## config.mk

```make
export PLATFORM = sky130hd
export DESIGN_NAME = decimator_channel_arbiter
export DESIGN_NICKNAME = d
export VERILOG_FILES = /design/src/rtl/decimator_channel_arbiter.sv
export SDC_FILE = /design/constraint.sdc
export NUM_CORES = 1
export LEC_CHECK = 0
export ABC_AREA = 1
export CORE_ASPECT_RATIO = 1.25
export CORE_MARGIN = 5
export CORE_UTILIZATION = 41
export DETAILED_ROUTE_END_ITERATION = 10
export MAX_ROUTING_LAYER = met4
export PLACE_DENSITY = 0.9
export SYNTH_ARGS = -nofsm -noshare
export SYNTH_HDL_FRONTEND = slang
export SYNTH_SLANG_ARGS = --single-unit
```

## constraint.sdc

```tcl
create_clock -name i_clk -period 3.2 [get_ports i_clk]
set_clock_uncertainty 0.1 [all_clocks]
set_input_delay 0.64 -clock i_clk [delete_from_list [all_inputs] [get_ports i_clk]]
set_output_delay 0.64 -clock i_clk [all_outputs]
set_load 0.05 [all_outputs]
```

## src/rtl/decimator_channel_arbiter.sv

```systemverilog
// Round-robin arbiter sharing one downstream sample bus among NumChannels
// decimator output streams. Each stream uses a valid/ready handshake; the
// granted word is captured in a single output register tagged with its
// source channel.
//
// Ports:
//   i_clk           clock, all logic on posedge
//   i_rst_n         asynchronous reset, active-low
//   i_in            packed channel data, channel k at [k*WordLengthBits +: WordLengthBits]
//   i_in_valid      per-channel word available
//   o_in_ready      per-channel accept, one-hot or zero
//   o_out           registered output word
//   o_out_channel   source channel of o_out
//   o_out_valid     o_out/o_out_channel hold a word
//   i_out_ready     downstream accepts the word this cycle
module decimator_channel_arbiter #(
  parameter int unsigned WordLengthBits = 12,
  parameter int unsigned NumChannels    = 4,
  localparam int unsigned ChannelIdBits = $clog2(NumChannels)
) (
  input  logic                                  i_clk,
  input  logic                                  i_rst_n,
  input  logic [NumChannels*WordLengthBits-1:0] i_in,
  input  logic [NumChannels-1:0]                i_in_valid,
  output logic [NumChannels-1:0]                o_in_ready,
  output logic [WordLengthBits-1:0]             o_out,
  output logic [ChannelIdBits-1:0]              o_out_channel,
  output logic                                  o_out_valid,
  input  logic                                  i_out_ready
);

  localparam logic [ChannelIdBits-1:0] LastCh = ChannelIdBits'(NumChannels - 1);

  logic [ChannelIdBits-1:0]  r_ptr;
  logic [WordLengthBits-1:0] r_out;
  logic [ChannelIdBits-1:0]  r_out_channel;
  logic                      r_out_valid;

  logic                      w_found;
  logic [ChannelIdBits-1:0]  w_grant;
  logic                      w_load;
  logic [WordLengthBits-1:0] w_data;
  logic [ChannelIdBits-1:0]  w_ptr_next;

  // Search ptr, ptr+1, ... modulo NumChannels; first requester wins.
  always_comb begin
    w_found = 1'b0;
    w_grant = '0;
    for (int unsigned off = 0; off < NumChannels; off++) begin
      logic [ChannelIdBits-1:0] idx;
      idx = ChannelIdBits'((32'(r_ptr) + off) % NumChannels);
      if (!w_found && i_in_valid[idx]) begin
        w_found = 1'b1;
        w_grant = idx;
      end
    end
  end

  // Reset is folded in so no source is acknowledged while held in reset.
  assign w_load = i_rst_n && w_found && (!r_out_valid || i_out_ready);

  always_comb begin
    w_data     = '0;
    o_in_ready = '0;
    for (int unsigned k = 0; k < NumChannels; k++) begin
      if (w_grant == ChannelIdBits'(k)) begin
        w_data        = i_in[k*WordLengthBits +: WordLengthBits];
        o_in_ready[k] = w_load;
      end
    end
  end

  assign w_ptr_next = (w_grant == LastCh) ? '0 : w_grant + 1'b1;

  always_ff @(posedge i_clk or negedge i_rst_n) begin
    if (!i_rst_n) begin
      r_ptr         <= '0;
      r_out         <= '0;
      r_out_channel <= '0;
      r_out_valid   <= 1'b0;
    end else if (w_load) begin
      r_ptr         <= w_ptr_next;
      r_out         <= w_data;
      r_out_channel <= w_grant;
      r_out_valid   <= 1'b1;
    end else if (r_out_valid && i_out_ready) begin
      // Drain with nothing to replace it; data/channel keep last value.
      r_out_valid <= 1'b0;
    end
  end

  assign o_out         = r_out;
  assign o_out_channel = r_out_channel;
  assign o_out_valid   = r_out_valid;

endmodule

```

### After elaboration in Yosys (flattened, before gate mapping)

Cells that the tools add are included.

* input bits: 55
* logic and storage cells: 55
* register bits: 17
* output and inout port bits: 19

* reduce and logical (&&, ||, !) cells: 13
* add/sub/neg operators: 4
* $lt $le $gt $ge: 4
* muxes and demuxes: 27
* equality and inequality tests: 3

Operators by type and width (number)
* $mux W12: 4
* $mux W1: 14
* $lt A2 B3 Y1 const B: 4
* $mux W2: 5
* $bmux W1 S2: 4
* $logic_and A1 B1 Y1: 6
* $add A2 B1 Y2 const B: 2
* $add A2 B2 Y2 const B: 2
* $eq A2 B2 Y1 const B: 2
* $logic_not A1 Y1: 4
* $eq A2 B1 Y1 const B: 1
* $logic_not A2 Y1: 1
* $reduce_bool A2 Y1: 1
* $logic_or A1 B1 Y1: 1

### Depth between registers and ports, before layout

* depth in word-level cells: 17
* gate-level depth with buffers: 21

### Worst setup path before layout

OpenSTA, ideal clock, no wires.

* path kind: in2out
* start: input i_in_valid[0]
* end: output o_in_ready[3]
* arrival: 2.779 ns
* cell stages on the path: 14
* setup slack: -0.319 ns
* required time: 2.460 ns
* cells stage by stage: inv_1 -> nand2_4 -> nand3_1 -> nand2_2 -> nor2_8 -> nand3_1 -> nand3_1 -> nand2_1 -> inv_1 -> ha_1 -> clkbuf_1 -> dlygate4sd1_1 -> inv_1 -> nor2_1

RTL lines
* from (decl): RTL line 24 `input logic [NumChannels-1:0] i_in_valid,`
* $bmux W1 S2: RTL line 52 `if (!w_found && i_in_valid[idx]) begin`
* $mux W1 (implied by the code): RTL line 52
* $mux W1: RTL line 52
* $logic_not A1 Y1: RTL line 52
* $logic_and A1 B1 Y1: RTL line 52
* $mux W1: RTL line 52
* $logic_not A1 Y1: RTL line 52
* $logic_and A1 B1 Y1: RTL line 52
* $mux W1: RTL line 52
* $logic_not A1 Y1: RTL line 52
* $logic_and A1 B1 Y1: RTL line 52
* $mux W2 *: RTL line 52
* via w_grant[1]: RTL line 40 `logic [ChannelIdBits-1:0] w_grant;`
* $eq A2 B2 Y1 *: RTL line 66 `if (w_grant == ChannelIdBits'(k)) begin`
* $mux W1 *: RTL line 66
* to (decl): RTL line 25 `output logic [NumChannels-1:0] o_in_ready,`

The timed path passes the listed nets; every way through them passes the cells marked *. The select of a mux whose other input is x is not followed.

### Final worst setup path

* start: input i_in_valid[1]
* end: output o_in_ready[3]

The elaborated chain is that of the path after synthesis.

==> results.md <==
Run status
• completed — run status

Synth
• sky130_fd_sc_hd__dfrtp_1 28%, sky130_fd_sc_hd__nand2_1 19%, sky130_fd_sc_hd__nand2_2 12%, sky130_fd_sc_hd__o21ai_0 9.4%, sky130_fd_sc_hd__nand2_4 4.4% — top area cells in the synthesized netlist
• 0 — number of flops mapped to enable cells by yosys
• 1.00 — Async SR Flop Fraction
• 0 — Yosys warnings
• 23 — Yosys cell types
• 0.276 — fraction of post-synthesis cell area in the top cell type by area
• sky130_fd_sc_hd__dfrtp_1 — largest area contributor in the netlist
• sky130_fd_sc_hd__nand2_1 — library cell with the highest instance count after synthesis
• 282 — Synth Net Count
• 6.92 sq um — Mapped Avg Cell Area
• 1540 sq um — Post-Synthesis Cell Area
• sky130_fd_sc_hd__dfrtp_1 — flip-flop cell with the highest count after synthesis
• 0.276 — register area share after synthesis
• 223 — cell count after synthesis
• 77 x sky130_fd_sc_hd__nand2_1, 29 x sky130_fd_sc_hd__nand2_2, 29 x sky130_fd_sc_hd__o21ai_0 — cell types with the highest counts after synthesis
• 17 — Synth Register Bits

Placement
• 73 — Port-buffer cells
• 3620 um — Final HPWL DP
• 0.921 — Placer Congestion

Layout
• 1080 sq um — area of the multi-input gates
• 280 — Layout fillers
• 427 sq um — total area of sequential cells
• 0 — diodes inserted
• 0.688 — final core occ
• 0.295 — layout cells sized above 1
• 65.8% — area added between synthesis and finish
• 365 — number of nets at the end of the flow

Critical path
• output pin — type of element capturing the critical path
• 2320 ps — data arrival at the endpoint of the critical path
• primary input — CP Launch Type
• 4 — highest fanout seen on the critical path
• 2460 ps — Req. time, crit path
• 470 ps — register-to-register setup slack
• in2out — WS Path Type

Drt
• 75 — First DRT Iteration DRCs
• 5.11 — via-per-instance ratio
• 14.2 um — routed len/inst
• 1,762 — total via count after detailed routing
• 0 — antenna viol nets, final
• 5 — detailed-routing iteration count for the pre-antenna-repair pass
• 4900 um — total wirelength of the detailed-routed design
• 0 — Post-route DRC

Timing
• 0.651 — worst-case headroom to the max-slew limit
• 0 — Slew Viols, Final
• 3060 ps — min Tclk post-route
• no — setup repair after global routing missed its margin
• 0.326 GHz — Max Fclk
• 0 — endpoints failing setup
• 0 — Final Hold Fails
• 522 ps — transition time at the pin with the least slew margin
• 0.957 — Period Utilization, post-route

Floorplan
• 64.9 um — die span in x
• 25 — row count
• 0.415 — Initial Utilization
• 74 — number of placed I/O pins
• 3720 sq um — core area
• 78.6 um — vertical die dimension
• 5100 sq um — area of the die

Global routing
• 25 — pin count of the biggest net entering global routing
• 0 — antenna violations before repair
• 0.191 — all-layer global routing usage
• 0 — overflow left after global routing
• 7650 um — first-pass GRT wire length
• 1,665 — via count of the first global-routing pass

CTS
• 3 — total CTS buffers
• 2 — buffer depth of the longest clock path
• 70 ps — clock slew seen by the registers of the worst setup and hold paths
• 0 — count of hold buffers inserted by post-cts repair
• sky130_fd_sc_hd__clkbuf_8 — CTS Root Buffer Type
• 250 ps — source-to-sink clock delay at the later pin of the worst-skew pair
• 1 — H-tree lvl count
• 17 — CTS sink count
• yes — CTS tree

Run
• 0 — number of max-cap violations

Worst hold path
• reg2reg — path type of the worst min-delay path

==> worst max-delay path, stage by stage <==
cell and delay, ps:
sky130_fd_sc_hd__dlygate4sd2_1 240, sky130_fd_sc_hd__inv_1 60, sky130_fd_sc_hd__nand2_2 80, sky130_fd_sc_hd__nand2_2 80
sky130_fd_sc_hd__o21ai_4 230, sky130_fd_sc_hd__inv_2 110, sky130_fd_sc_hd__nand3_4 90, sky130_fd_sc_hd__nand3_2 130
sky130_fd_sc_hd__inv_2 110, sky130_fd_sc_hd__ha_1 200, sky130_fd_sc_hd__inv_1 60, sky130_fd_sc_hd__nor2_2 130
sky130_fd_sc_hd__buf_12 150
==> kinds of logic (layout without fill, tap and decap cells) <==
kind of cell	after synthesis	count (layout)	synth area share
AOI/OAI and AO/OA	43	43	0.149
DFF	17	17	0.276
and+or+nand+nor	132	132	0.445
adders and majority gates	4	4	0.0324
buffers and inverters	27	109	0.0981
==> flip-flops by register name (all words and copies together) (netlist names) <==
signal,cells
o_out,12
o_out_channel,2
r_ptr,2
o_out_valid,1
==> per-stage QoR <==
stage	instances	hold WS, ps	TNS, ps	setup WS [ps]	instance area [sq um]
floorplan	223	244	-108	-108	1550
global placement	336	363	-46.4	-24.7	2370
detailed placement	336	372	-1360	-163	2370
CTS	341	390	0	6.74	2450
global route	345	432	0	32.3	2560
finish	345	387	0	137	2560
==> what timing repair did <==
action / 4_1_cts / 5_1_grt
cloned: 0 / 0
pin swaps: 5 / 11
buffers inserted: 1 / 4
resized for setup: 14 / 19
setup endpoints to repair: 4 / 4
==> layout by cell type, fill, tap and decap left out <==
cell,n
sky130_fd_sc_hd__nor2_2,4
sky130_fd_sc_hd__dfrtp_2,1
sky130_fd_sc_hd__buf_4,15
sky130_fd_sc_hd__nand3_1,2
sky130_fd_sc_hd__ha_2,1
sky130_fd_sc_hd__inv_2,6
sky130_fd_sc_hd__clkbuf_1,1
sky130_fd_sc_hd__inv_8,1
sky130_fd_sc_hd__dlymetal6s2s_1,3
sky130_fd_sc_hd__nand3_4,5
sky130_fd_sc_hd__buf_12,4
sky130_fd_sc_hd__o21ai_2,3
sky130_fd_sc_hd__nand2_4,8
sky130_fd_sc_hd__nand2_2,31
sky130_fd_sc_hd__nand2_1,73
sky130_fd_sc_hd__clkbuf_8,3
sky130_fd_sc_hd__o21ai_4,1
sky130_fd_sc_hd__inv_1,10
sky130_fd_sc_hd__ha_4,1
sky130_fd_sc_hd__nand3_2,4
sky130_fd_sc_hd__nor2_8,2
sky130_fd_sc_hd__dfrtp_1,16
sky130_fd_sc_hd__ha_1,2
sky130_fd_sc_hd__clkdlybuf4s50_1,65
sky130_fd_sc_hd__o21ai_0,27
sky130_fd_sc_hd__nand4_1,1
sky130_fd_sc_hd__dlygate4sd2_1,1
sky130_fd_sc_hd__nor2_1,2
sky130_fd_sc_hd__a21oi_1,12
==> area by class of cell <==
cell class / count / area share
Tap cell: 40 / 0.0196
Multi-Input combinational cell: 179 / 0.421
Inverter: 17 / 0.0279
Clock buffer: 4 / 0.0176
Timing Repair Buffer: 88 / 0.348
Sequential cell: 17 / 0.167
==> worst paths after layout <==
check | from | to | depth (start not counted)
min in group asynchronous | i_rst_n | o_out[10] | 2
setup reg to reg | r_ptr[0] | o_out[1] | 19
hold reg to reg | o_out_channel[1] | o_out_channel[1] | 2
hold / removal | o_out_channel[1] | o_out_channel[1] | 2
max in group asynchronous | i_rst_n | r_ptr[0] | 2
setup / recovery | i_in_valid[1] | o_in_ready[3] | 13
==> layer usage <==
metal	GRT usage	routed length, um
met1	0.222	2010
met2	0.332	2580
met3	0.0114	199
met4	0.0909	108
met5	-	0
Power is left out: the tool's default activity adds up to more than one toggle a clock period on the data nets, which glitch-free logic cannot reach.
